==> config.mk <==
export PLATFORM = sky130hd
export DESIGN_NAME = dmem_arbiter
export DESIGN_NICKNAME = d
export VERILOG_FILES = /design/src/rtl/dmem_arbiter_pkg.sv /design/src/rtl/dmem_arbiter.sv
export SDC_FILE = /design/constraint.sdc
export NUM_CORES = 1
export LEC_CHECK = 0
export BUFFER_PORTS_ARGS = -buffer_cell sky130_fd_sc_hd__clkbuf_2
export CAP_MARGIN = 20
export CORE_AREA = 4 4 90 92
export DETAILED_ROUTE_END_ITERATION = 16
export DIE_AREA = 0 0 94 96
export PLACE_DENSITY_LB_ADDON = 0.3
export SLEW_MARGIN = 20
export SYNTH_ARGS = -nofsm -noshare
export SYNTH_HDL_FRONTEND = slang
export SYNTH_SLANG_ARGS = --single-unit
==> constraint.sdc <==
create_clock -name clock -period 3.7 [get_ports clock]
set_input_delay 0.37 -clock clock [delete_from_list [all_inputs] [get_ports clock]]
set_output_delay 0.37 -clock clock [all_outputs]
set_load 0.05 [all_outputs]
==> src/rtl/dmem_arbiter_pkg.sv <==
// Processor-wide data-memory constants and the read-ownership encoding
// shared by the memory stage, the arbiter and the bench.
package dmem_arbiter_pkg;

  localparam int unsigned DMEM_ADDR_W = 12;
  localparam int unsigned WORD_W      = 32;

  typedef enum logic [1:0] {
    OwnNone = 2'd0,
    OwnCpu  = 2'd1,
    OwnIo   = 2'd2
  } rd_owner_e;

endpackage

==> src/rtl/dmem_arbiter.sv <==
// Single-port dmem arbiter between the memory stage and an I/O requester.
// CPU wins by default; I/O is forced a slot after IO_STARVE_MAX lost cycles.
module dmem_arbiter
  import dmem_arbiter_pkg::*;
#(
  parameter int unsigned IO_STARVE_MAX = 4
) (
  input  logic                   clock,
  input  logic                   reset,

  input  logic                   cpu_req,
  input  logic                   cpu_wren,
  input  logic [DMEM_ADDR_W-1:0] cpu_addr,
  input  logic [WORD_W-1:0]      cpu_d,
  output logic                   cpu_stall,
  output logic                   cpu_rvalid,
  output logic [WORD_W-1:0]      cpu_q,

  input  logic                   io_req,
  input  logic                   io_wren,
  input  logic [DMEM_ADDR_W-1:0] io_addr,
  input  logic [WORD_W-1:0]      io_d,
  output logic                   io_ack,
  output logic                   io_rvalid,
  output logic [WORD_W-1:0]      io_q,

  output logic [DMEM_ADDR_W-1:0] address_dmem,
  output logic [WORD_W-1:0]      d_dmem,
  output logic                   wren,
  input  logic [WORD_W-1:0]      q_dmem
);

  localparam logic [3:0] StarveMax = 4'(IO_STARVE_MAX);

  logic [3:0] starve_q, starve_d;
  rd_owner_e  rd_owner_q, rd_owner_d;
  logic       grant_cpu, grant_io;

  always_comb begin
    grant_cpu = 1'b0;
    grant_io  = 1'b0;
    if (!reset) begin
      if (io_req && (!cpu_req || (starve_q >= StarveMax))) begin
        grant_io = 1'b1;
      end else if (cpu_req) begin
        grant_cpu = 1'b1;
      end
    end
  end

  // With no grant the mux rests on the CPU side; only wren must be forced low.
  always_comb begin
    address_dmem = cpu_addr;
    d_dmem       = cpu_d;
    wren         = 1'b0;
    if (grant_io) begin
      address_dmem = io_addr;
      d_dmem       = io_d;
      wren         = io_wren;
    end else if (grant_cpu) begin
      wren         = cpu_wren;
    end
  end

  always_comb begin
    starve_d = starve_q;
    if (!io_req || grant_io) begin
      starve_d = 4'd0;
    end else if (grant_cpu && (starve_q < StarveMax)) begin
      starve_d = starve_q + 4'd1;
    end
  end

  always_comb begin
    rd_owner_d = OwnNone;
    if (grant_io && !io_wren) begin
      rd_owner_d = OwnIo;
    end else if (grant_cpu && !cpu_wren) begin
      rd_owner_d = OwnCpu;
    end
  end

  always_ff @(posedge clock) begin
    if (reset) begin
      starve_q   <= 4'd0;
      rd_owner_q <= OwnNone;
    end else begin
      starve_q   <= starve_d;
      rd_owner_q <= rd_owner_d;
    end
  end

  assign cpu_stall = cpu_req & ~grant_cpu & ~reset;
  assign io_ack    = grant_io;

  // Gating with reset discards a read that was granted just before reset rose.
  assign cpu_rvalid = ~reset & (rd_owner_q == OwnCpu);
  assign io_rvalid  = ~reset & (rd_owner_q == OwnIo);
  assign cpu_q      = q_dmem;
  assign io_q       = q_dmem;

endmodule

==> results.cfg <==
[status]
status = finished clean

[synthesis]
synth-seq-cells = 6
avgSynthCellArea_sq_um = 10.7
synth_mux_area_share_pct = 43.4
yosys_most_used_dff = dfxtp_1
async_flop_share_pct = 0
synth-adder-area-share_pct = 0.847
synth_edf_count = 0
synth_area_leaders = mux2_4 (40%), buf_4 (33%), dfxtp_1 (8.1%)
yosysSeqAreaShare_pct = 8.13
syn-num-nets = 265
synthSimpleGateAreaFrac_pct = 8.04
yosysTopAreaCell = mux2_4
synth_top_family_by_area = multiplexers
synth_cell_types = 20
synth.most_common_cell = buf_4
synth_common_cells = buf_4 (64), mux2_4 (39), dfxtp_1 (6), mux2_2 (5), buf_12 (4)
synth-compound-area-share_pct = 1.35
synth_area_sq_um = 1480
synth_xor_area_share_pct = 0
syn_inst = 138
synth_top_area_share_pct = 39.6
yosys_warnings = 0

[pwr]
power.share.clock_pct = 19.9
pwr-share-seq_pct = 14.1
pwr-share-comb_pct = 66.0
p_leak_nw = 1.05
switching_power_uw = 228
p_int_uw = 255
ir_worst_vdd_mv = 0.0906
switching_share_pct = 47.2
power_per_cell_area_nw_per_um2 = 267

[placed_design]
dp.cells = 313
dpl.hpwl_um = 3780
globalplace.congestion = 0.722
numPortBuffers = 142

[cts]
cts.repair.resized = 0
cts_sinks = 6
cts_tree = yes
cts_buffer_depth = 2
cts_setup_buffers = 0
clk_pin_slew_ns = 0.04
cts-root-buf = clkbuf_8
clk_latency_ns = 0.22
cts-buffers-inserted = 3
cts_hold_buf = 0
cts-htree-levels = 1

[global_routing]
grt_pass1_vias = 1198
antenna_found_initial = 0
overflow = 0
grt_start_max_net_pins = 25
grt_use_total_pct = 7.64
grt_pass1_wl_um = 5500

[critical_path]
arrival_ns = 2.14
cp.required_ns = 3.33
worstPathCellList = clkbuf_2, nand2b_1, nor2_8, buf_4, mux2_2, clkbuf_2
cpMostUsedCell = clkbuf_2
reg2reg_slack_ns = 2.62
rr_startpoint = starve_q[3]
r2r_cells = 2
worstSetupStartpointType = input port
crit_fanout = 24
r2r-end = starve_q[0]
cp_slowest_stage_delay_ns = 0.46
cp-end-kind = output port
cpMaxStageDelayCell = nor2_8
cp-startpoint = reset
crit_type = input port to output port

[sta]
rsz0062_at_grt = no
post-route-period-util_pct = 67.9
slew_violations = 0
max_freq_mhz = 398
setup_viol = 0
fin_skew_ns = 0.00301
worstMarginPinSlew_ns = 0.528
final_hold_viol_count = 0
slew_headroom_pct = 64.8
fin_setup_tns_ns = 0
period_needed_ns = 2.51

[drt]
vias = 1201
drtIter0Drc = 12
vias_per_cell = 3.80
drt_wl_total_um = 4170
dr.pass1.iters = 4
ant_nets = 0
drt-wirelength-per-cell_um = 13.2
drc_errors = 0

[hold_path]
hold_path_depth = 2
whs_endpoint = rd_owner_q[0]
hp-class = input port to register
min_from = cpu_wren

[floorplan]
fp.dieH_um = 96
core_area_sq_um = 7210
rows = 31
pin_count = 239
start_util_pct = 20.5
die-area_sq_um = 9020
fp.dieW_um = 94

[finish]
area_growth_pct = 22.4
multi_input_area_sq_um = 797
fill_cells = 795
diodes = 0
fin_cells = 316
final-seq-area_sq_um = 120
drive_above_1_share_pct = 90.3
nets = 346

[job]
cap_violations = 0
## cells in the final DEF, fill, tap and decap left out, drive strengths merged
cell type,synthesis,routed
ha,1,1
conb,1,1
nand2b,1,1
nor3b,3,3
nor2,1,1
mux2,44,44
clkbuf,0,145
o21ai,1,1
nand2,1,1
a21oi,1,1
o211a,1,1
buf,68,2
and3,2,2
nand3,2,2
nor3,3,3
dfxtp,6,6
or3b,1,1
nor2b,1,1
## how the worst max path moves through the flow
stage / end / slack, ns / cells after the start
6_report: address_dmem[6] / 1.19 / 6
5_1_grt: address_dmem[8] / 1.06 / 6
4_1_cts: address_dmem[6] / 1.13 / 6
3_5_place_dp: address_dmem[6] / 1.14 / 6
3_3_place_gp: address_dmem[6] / 1.16 / 6
2_1_floorplan: cpu_rvalid / 1.80 / 1
## sequential cells by signal (all words and copies together), names as in the netlist
signal,count
starve_q,4
rd_owner_q,2
## logic make-up (layout without fill, tap and decap cells)
kind of cell / after synthesis / count (layout)
and+or+nand+nor: 15 / 15
AOI/OAI and AO/OA: 3 / 3
DFF: 6 / 6
muxes: 44 / 44
buffers and inverters: 68 / 147
other: 1 / 1
adders and majority gates: 1 / 1
## stage by stage
step | hold WS (ns) | area [sq um] | utilization [%] | setup slack (ns) | power [mW]
after CTS | 0.321 | 1810 | 25.1 | 1.13 | 0.492
after floorplan | 0.405 | 1480 | - | 1.80 | 0.496
after global routing | 0.337 | 1810 | 25.1 | 1.06 | 0.509
final | 0.327 | 1810 | 25.1 | 1.19 | 0.483
after global placement | 0.437 | 1770 | 24.5 | 1.16 | 0.390
after detailed placement | 0.425 | 1770 | 24.5 | 1.14 | 0.392
## power by group through the flow
stage | Sequential [mW] | Combinational [mW] | Clock, mW
CTS | 0.0681 | 0.323 | 0.101
global route | 0.0682 | 0.335 | 0.106
global placement | 0.0691 | 0.321 | 0
floorplan | 0.0688 | 0.427 | 0
finish | 0.0681 | 0.319 | 0.0962
detailed placement | 0.0690 | 0.323 | 0
## layer usage
layer,global-route usage (%),vias up,part of all wire (%)
met2,15.5,102,53
met3,3.36,6,16
met5,0,-,0
met4,2.77,0,0.46
met1,6.50,529,30
li1,-,564,-
## worst max-delay path: cells and delay by family
kind,cells,cell delay [ns]
mux,1,0.36
simple gates,2,0.72
buf+inv,3,0.69
## final cells by class
type,count,share of cell area (%)
clock buffer,3,2.28
multi-input combinational,64,44.1
sequential,6,6.64
tap,99,6.85
timing repair buffer,144,40.1
Power figures use the tool's default switching activity.
